==> config.mk <==
export PLATFORM = sky130hd
export DESIGN_NAME = mc_ctrl_fsm
export DESIGN_NICKNAME = d
export VERILOG_FILES = /design/src/rtl/mc_ctrl_fsm.sv
export SDC_FILE = /design/constraint.sdc
export NUM_CORES = 1
export LEC_CHECK = 0
export CAP_MARGIN = 20
export CORE_MARGIN = 1
export CORE_UTILIZATION = 44
export CTS_CLUSTER_SIZE = 12
export DETAILED_ROUTE_END_ITERATION = 12
export HOLD_SLACK_MARGIN = 0.12
export PLACE_DENSITY = 0.85
export SYNTH_ARGS = -nofsm -noshare
export SYNTH_HDL_FRONTEND = slang
export SYNTH_SLANG_ARGS = --single-unit
==> constraint.sdc <==
create_clock -name clk_i -period 5.05 [get_ports clk_i]
set_clock_uncertainty 0.2 [all_clocks]
set_input_delay 1.2625 -clock clk_i [delete_from_list [all_inputs] [get_ports clk_i]]
set_output_delay 1.2625 -clock clk_i [all_outputs]
set_load 0.1 [all_outputs]
==> src/rtl/mc_ctrl_fsm.sv <==
// -----------------------------------------------------------------------------
// mc_ctrl_fsm -- multi-cycle MIPS control unit.
//
// Sequences a shared datapath (PC, unified instruction/data memory port,
// register file, sign/zero extender, ALU) through fetch, decode, execute,
// memory and writeback states. Memory accesses wait on mem_ready_i.
//
// Ports:
//   clk_i            clock, rising edge
//   rst_i            asynchronous reset, active-low
//   op_i             opcode, instr[31:26] from the IR
//   zero_i           ALU zero flag (consumed by datapath PC-load gating)
//   mem_ready_i      memory completes the current access this cycle
//   pc_write_o       unconditional PC load
//   pc_write_cond_o  PC load if zero (beq)
//   i_or_d_o         memory address select: 0=PC, 1=ALUOut
//   mem_read_o       memory read request
//   mem_write_o      memory write request
//   ir_write_o       IR load
//   mem_to_reg_o     writeback source: 1=MDR, 0=ALUOut
//   reg_dst_o        destination register: 1=rd, 0=rt
//   reg_write_o      register file write
//   alu_src_a_o      ALU A: 0=PC, 1=rs
//   alu_src_b_o      ALU B: 0=rt, 1=4, 2=ext imm, 3=ext imm<<2
//   alu_op_o         0=add, 1=sub, 2=funct, 3=slt
//   pc_src_o         0=ALU, 1=ALUOut, 2=jump target
//   ext_zero_o       1=zero-extend immediate, 0=sign-extend
//   illegal_o        sticky: unknown opcode decoded
//   state_o          current state (debug)
//
// Optional feature (macro MC_CTRL_PERF_CNT_EN):
//   cycle_cnt_o      cycles spent outside IDLE/HALT
//   instr_cnt_o      instructions retired (re-entries into FETCH)
// -----------------------------------------------------------------------------
module mc_ctrl_fsm #(
  parameter int OP_W = 6,
  parameter int ST_W = 4
) (
  input  logic            clk_i,
  input  logic            rst_i,
  input  logic [OP_W-1:0] op_i,
  input  logic            zero_i,
  input  logic            mem_ready_i,
  output logic            pc_write_o,
  output logic            pc_write_cond_o,
  output logic            i_or_d_o,
  output logic            mem_read_o,
  output logic            mem_write_o,
  output logic            ir_write_o,
  output logic            mem_to_reg_o,
  output logic            reg_dst_o,
  output logic            reg_write_o,
  output logic            alu_src_a_o,
  output logic [1:0]      alu_src_b_o,
  output logic [1:0]      alu_op_o,
  output logic [1:0]      pc_src_o,
  output logic            ext_zero_o,
  output logic            illegal_o,
  output logic [ST_W-1:0] state_o
`ifdef MC_CTRL_PERF_CNT_EN
  ,
  output logic [31:0]     cycle_cnt_o,
  output logic [31:0]     instr_cnt_o
`endif
);

  localparam logic [ST_W-1:0] S_IDLE   = 'd0;
  localparam logic [ST_W-1:0] S_FETCH  = 'd1;
  localparam logic [ST_W-1:0] S_DECODE = 'd2;
  localparam logic [ST_W-1:0] S_MEMADR = 'd3;
  localparam logic [ST_W-1:0] S_MEMRD  = 'd4;
  localparam logic [ST_W-1:0] S_MEMWB  = 'd5;
  localparam logic [ST_W-1:0] S_MEMWR  = 'd6;
  localparam logic [ST_W-1:0] S_EXEC   = 'd7;
  localparam logic [ST_W-1:0] S_RWB    = 'd8;
  localparam logic [ST_W-1:0] S_BRANCH = 'd9;
  localparam logic [ST_W-1:0] S_JUMP   = 'd10;
  localparam logic [ST_W-1:0] S_IEXEC  = 'd11;
  localparam logic [ST_W-1:0] S_IWB    = 'd12;
  localparam logic [ST_W-1:0] S_HALT   = 'd13;

  localparam logic [OP_W-1:0] OP_RTYPE = 'h00;
  localparam logic [OP_W-1:0] OP_J     = 'h02;
  localparam logic [OP_W-1:0] OP_BEQ   = 'h04;
  localparam logic [OP_W-1:0] OP_ADDI  = 'h08;
  localparam logic [OP_W-1:0] OP_SLTI  = 'h0A;
  localparam logic [OP_W-1:0] OP_ORI   = 'h0D;
  localparam logic [OP_W-1:0] OP_LW    = 'h23;
  localparam logic [OP_W-1:0] OP_SW    = 'h2B;

  logic [ST_W-1:0] r_state;
  logic [ST_W-1:0] w_next;
  logic            r_illegal;
  logic [1:0]      w_imm_alu_op;
  logic            w_imm_ext_zero;

  // The zero flag only gates the PC load inside the datapath; the FSM itself
  // never branches on it.
  logic w_unused_zero;
  assign w_unused_zero = zero_i;

  // ALU operation and extension mode for immediate instructions. The IR is
  // stable outside FETCH, so these are decoded straight from op_i in both
  // IEXEC and IWB.
  always_comb begin
    w_imm_alu_op   = 2'd0;
    w_imm_ext_zero = 1'b0;
    if (op_i == OP_SLTI) begin
      w_imm_alu_op = 2'd3;
    end else if (op_i == OP_ORI) begin
      w_imm_alu_op   = 2'd2;
      w_imm_ext_zero = 1'b1;
    end
  end

  // Next-state logic.
  // NOTE: every always_comb output gets a default before the case so no
  // path leaves it unassigned, which would otherwise infer a latch.
  always_comb begin
    w_next = r_state;
    case (r_state)
      S_IDLE:   w_next = S_FETCH;
      S_FETCH:  if (mem_ready_i) w_next = S_DECODE;
      S_DECODE: begin
        case (op_i)
          OP_RTYPE:               w_next = S_EXEC;
          OP_LW, OP_SW:           w_next = S_MEMADR;
          OP_BEQ:                 w_next = S_BRANCH;
          OP_J:                   w_next = S_JUMP;
          OP_ADDI, OP_SLTI, OP_ORI: w_next = S_IEXEC;
          default:                w_next = S_HALT;
        endcase
      end
      S_MEMADR: w_next = (op_i == OP_SW) ? S_MEMWR : S_MEMRD;
      S_MEMRD:  if (mem_ready_i) w_next = S_MEMWB;
      S_MEMWR:  if (mem_ready_i) w_next = S_FETCH;
      S_EXEC:   w_next = S_RWB;
      S_IEXEC:  w_next = S_IWB;
      S_MEMWB, S_RWB, S_BRANCH, S_JUMP, S_IWB: w_next = S_FETCH;
      S_HALT:   w_next = S_HALT;
      default:  w_next = S_IDLE;
    endcase
  end

  // State and sticky illegal-opcode flag.
  // NOTE: sequential state uses non-blocking assignments so every register
  // samples pre-edge values regardless of statement order.
  always_ff @(posedge clk_i or negedge rst_i) begin
    if (!rst_i) begin
      r_state   <= S_IDLE;
      r_illegal <= 1'b0;
    end else begin
      r_state <= w_next;
      if (r_state == S_DECODE && w_next == S_HALT) begin
        r_illegal <= 1'b1;
      end
    end
  end

  // Moore output decode; only the FETCH-cycle IR/PC loads look at mem_ready_i.
  always_comb begin
    pc_write_o      = 1'b0;
    pc_write_cond_o = 1'b0;
    i_or_d_o        = 1'b0;
    mem_read_o      = 1'b0;
    mem_write_o     = 1'b0;
    ir_write_o      = 1'b0;
    mem_to_reg_o    = 1'b0;
    reg_dst_o       = 1'b0;
    reg_write_o     = 1'b0;
    alu_src_a_o     = 1'b0;
    alu_src_b_o     = 2'd0;
    alu_op_o        = 2'd0;
    pc_src_o        = 2'd0;
    ext_zero_o      = 1'b0;
    case (r_state)
      S_FETCH: begin
        mem_read_o  = 1'b1;
        alu_src_b_o = 2'd1;
        ir_write_o  = mem_ready_i;
        pc_write_o  = mem_ready_i;
      end
      S_DECODE: begin
        alu_src_b_o = 2'd3;
      end
      S_MEMADR: begin
        alu_src_a_o = 1'b1;
        alu_src_b_o = 2'd2;
      end
      S_MEMRD: begin
        mem_read_o = 1'b1;
        i_or_d_o   = 1'b1;
      end
      S_MEMWB: begin
        reg_write_o  = 1'b1;
        mem_to_reg_o = 1'b1;
      end
      S_MEMWR: begin
        mem_write_o = 1'b1;
        i_or_d_o    = 1'b1;
      end
      S_EXEC: begin
        alu_src_a_o = 1'b1;
        alu_op_o    = 2'd2;
      end
      S_RWB: begin
        reg_write_o = 1'b1;
        reg_dst_o   = 1'b1;
      end
      S_BRANCH: begin
        alu_src_a_o     = 1'b1;
        alu_op_o        = 2'd1;
        pc_write_cond_o = 1'b1;
        pc_src_o        = 2'd1;
      end
      S_JUMP: begin
        pc_write_o = 1'b1;
        pc_src_o   = 2'd2;
      end
      S_IEXEC: begin
        alu_src_a_o = 1'b1;
        alu_src_b_o = 2'd2;
        alu_op_o    = w_imm_alu_op;
        ext_zero_o  = w_imm_ext_zero;
      end
      S_IWB: begin
        reg_write_o = 1'b1;
        alu_op_o    = w_imm_alu_op;
        ext_zero_o  = w_imm_ext_zero;
      end
      default: ;
    endcase
  end

  assign illegal_o = r_illegal;
  assign state_o   = r_state;

`ifdef MC_CTRL_PERF_CNT_EN
  logic [31:0] r_cycle_cnt;
  logic [31:0] r_instr_cnt;

  // An instruction retires when FETCH is re-entered from inside an
  // instruction; the first fetch after IDLE and FETCH wait cycles don't count.
  always_ff @(posedge clk_i or negedge rst_i) begin
    if (!rst_i) begin
      r_cycle_cnt <= 32'd0;
      r_instr_cnt <= 32'd0;
    end else begin
      if (r_state != S_IDLE && r_state != S_HALT) begin
        r_cycle_cnt <= r_cycle_cnt + 32'd1;
      end
      if (w_next == S_FETCH && r_state != S_IDLE && r_state != S_FETCH) begin
        r_instr_cnt <= r_instr_cnt + 32'd1;
      end
    end
  end

  assign cycle_cnt_o = r_cycle_cnt;
  assign instr_cnt_o = r_instr_cnt;
`endif

endmodule

==> results.json <==
{
  "status": "complete, no violations",
  "die-area_mm2": 0.00176,
  "yosysUniqueCellTypes": 35,
  "crit_type": "input pin to output port",
  "maxSlewViolCount": 0,
  "syn_area_um2": 703,
  "grt_pass1_vias": 684,
  "arrival_ps": 3060,
  "synthArstFlopShare_pct": 100,
  "track_usage_pct": 20.4,
  "tightest_slew_ps": 998,
  "grt_pass1_wl_um": 2860,
  "setup_viol": 0,
  "cp.required_ps": 3590,
  "seq_area_frac_synth_pct": 17.8,
  "post-cts-setup-buffers": 0,
  "cts.htree.levels": 1,
  "num-nets-final": 138,
  "viasPerCell": 5.69,
  "grt_setup_unrepaired": "false",
  "start_util_pct": 46.7,
  "ant_nets": 0,
  "die_x_um": 42.0,
  "synth_nets": 114,
  "num_antenna_cells": 0,
  "drt_wl_total_um": 1680,
  "cts-resized-gates": 0,
  "hold_class": "flip-flop to flip-flop",
  "vias": 814,
  "ys_warn_count": 0,
  "synth_edf_count": 0,
  "clk_path_buf_depth": 2,
  "dr.pass1.iters": 4,
  "yosys_register_bits": 5,
  "cp_max_fo": 8,
  "routedWlPerCell_um": 11.7,
  "holdWs_ps": 336,
  "gr-total-overflow": 0,
  "die_h_um": 42.0,
  "grt_max_degree": 21,
  "final_hold_viol_count": 0,
  "finalSetupTns_ps": 0,
  "maxCapViolCount": 0,
  "place_congestion": 0.827,
  "cts_made_buffers": 3,
  "relSlewSlack_pct": 33.2,
  "period_share_pct": 89.6,
  "clock-sinks": 5,
  "start_kind": "input pin",
  "drive_gt1_share_pct": 10.2,
  "synth_area_per_cell_um2": 6.76,
  "path_clk_slew_ps": 40,
  "syn2layout_area_growth_pct": 44.0,
  "core-area_mm2": 0.00151,
  "clk-insertion-delay-late_ps": 250,
  "cts_tree": "built",
  "row_count": 14,
  "fin_crit_ps": 4520,
  "clockRootBuffer": "clkbuf_4",
  "antenna_found_initial": 0,
  "synthCells": 104,
  "drt_iter0_drc": 18,
  "port_buffers": 30,
  "cp_slowest_cell": "clkdlybuf4s50_1",
  "synth-main-ff-cell": "dfrtp_1",
  "ios": 32,
  "worstPathCellList": "clkdlybuf4s50_1 -> inv_2 -> or4b_4 -> a221oi_2 -> a31o_1 -> buf_12",
  "route.detailed.drc": 0,
  "cp_slowest_stage_delay_ps": 650,
  "critical_path.endpoint_type": "output port",
  "hpwlAfterDp_um": 1270,
  "fmax_ghz": 0.221,
  "cts_hold_buffers": 0
}
[cells by family (layout without fill, tap and decap cells)]
family,count (synthesis),in the layout,share of synthesized area (%)
AND/OR/NAND/NOR,51,51,38.3
AO/OA/AOI/OAI,32,32,31.0
buffers and inverters,15,38,11.7
flip-flops,5,5,17.8
XOR/XNOR,1,1,1.25
[metal layers]
| layer | wire length, um | global-route usage (%) |
|---|---|---|
| met1 | 737 | 26.2 |
| met2 | 817 | 34.1 |
| met5 | 0 | 0 |
| met3 | 106 | 4.74 |
| met4 | 16 | 5.81 |
[synth_stat cells (2+ instances only)]
| cell | count | share of area (%) |
|---|---|---|
| a21oi_1 | 7 | 5.0 |
| nand2b_1 | 10 | 8.9 |
| nor3_1 | 4 | 2.8 |
| nand3_1 | 4 | 2.8 |
| buf_2 | 6 | 4.3 |
| nor2_1 | 16 | 8.5 |
| nor2b_1 | 2 | 1.8 |
| a211oi_1 | 2 | 2.1 |
| inv_1 | 3 | 1.6 |
| o22ai_1 | 2 | 1.8 |
| clkbuf_1 | 2 | 1.1 |
| nand3b_1 | 4 | 4.3 |
| o21ai_0 | 6 | 4.3 |
| a31oi_1 | 2 | 1.8 |
| a21boi_0 | 3 | 3.2 |
| nand2_1 | 7 | 3.7 |
| dfrtp_1 | 5 | 18 |
| buf_6 | 2 | 3.2 |
[cell type report]
type	instances	area [um2]
multi-input combinational	84	500
sequential	5	125
timing repair buffer	30	325
clock buffer	4	26.3
fill	140	494
inverter	4	15.0
tap	16	20.0
[cells in the final DEF (no fill, tap or decap)]
cell and count:
clkbuf_4 3, inv_1 3, nand4b_1 1, a221oi_2 1
clkdlybuf4s50_1 25, o31a_1 1, nor3_1 4, a21boi_1 1
xnor2_1 1, nand3b_1 4, buf_4 2, o21ai_0 6
o311ai_0 1, a21o_2 1, a21boi_0 2, a31o_1 1
inv_2 1, o21a_1 1, a21oi_1 7, o22ai_1 2
dfrtp_1 5, o31ai_1 1, a31oi_1 2, nand2_1 7
nand2b_1 10, nor4b_1 1, nor2b_1 2, nor2_1 16
a22oi_1 1, clkbuf_1 1, a211oi_2 1, a211oi_1 1
nand3_1 4, or4b_4 1, buf_12 3, nor4_1 1
a222oi_1 1, a21o_1 1
[sequential cells by signal, summed over array words and instances, names as in the netlist]
name       count
illegal_o      1
state_o        4
[critical path: cells and delay by family]
family	cells	cell delay (ps)
AO/OA/AOI/OAI	2	390
buffers and inverters	3	900
AND/OR/NAND/NOR	1	500
[metrics by stage]
step / setup slack (ps) / utilization (%) / std cells / instance area, um2
floorplan: 23.9 / - / 104 / 708
global placement: 547 / 65.4 / 139 / 986
detailed placement: 538 / 65.4 / 139 / 986
CTS: 527 / 67.2 / 143 / 1010
global route: 423 / 67.2 / 143 / 1010
finish: 527 / 67.2 / 143 / 1010
[worst paths after layout]
kind	startpoint	endpoint	slack, ps	cells after the start
worst max-delay path	op_i[3]	alu_op_o[1]	530	6
worst min-delay path	illegal_o	illegal_o	340	1
worst max register to register	state_o[3]	state_o[0]	3420	3
worst min register to register	illegal_o	illegal_o	340	1
max in group asynchronous	rst_i	state_o[3]	3420	1
min in group asynchronous	rst_i	state_o[2]	1030	1
Power of run 1 is left out: the tool's default activity adds up to more than one toggle a clock period on the data nets, which glitch-free logic cannot reach.
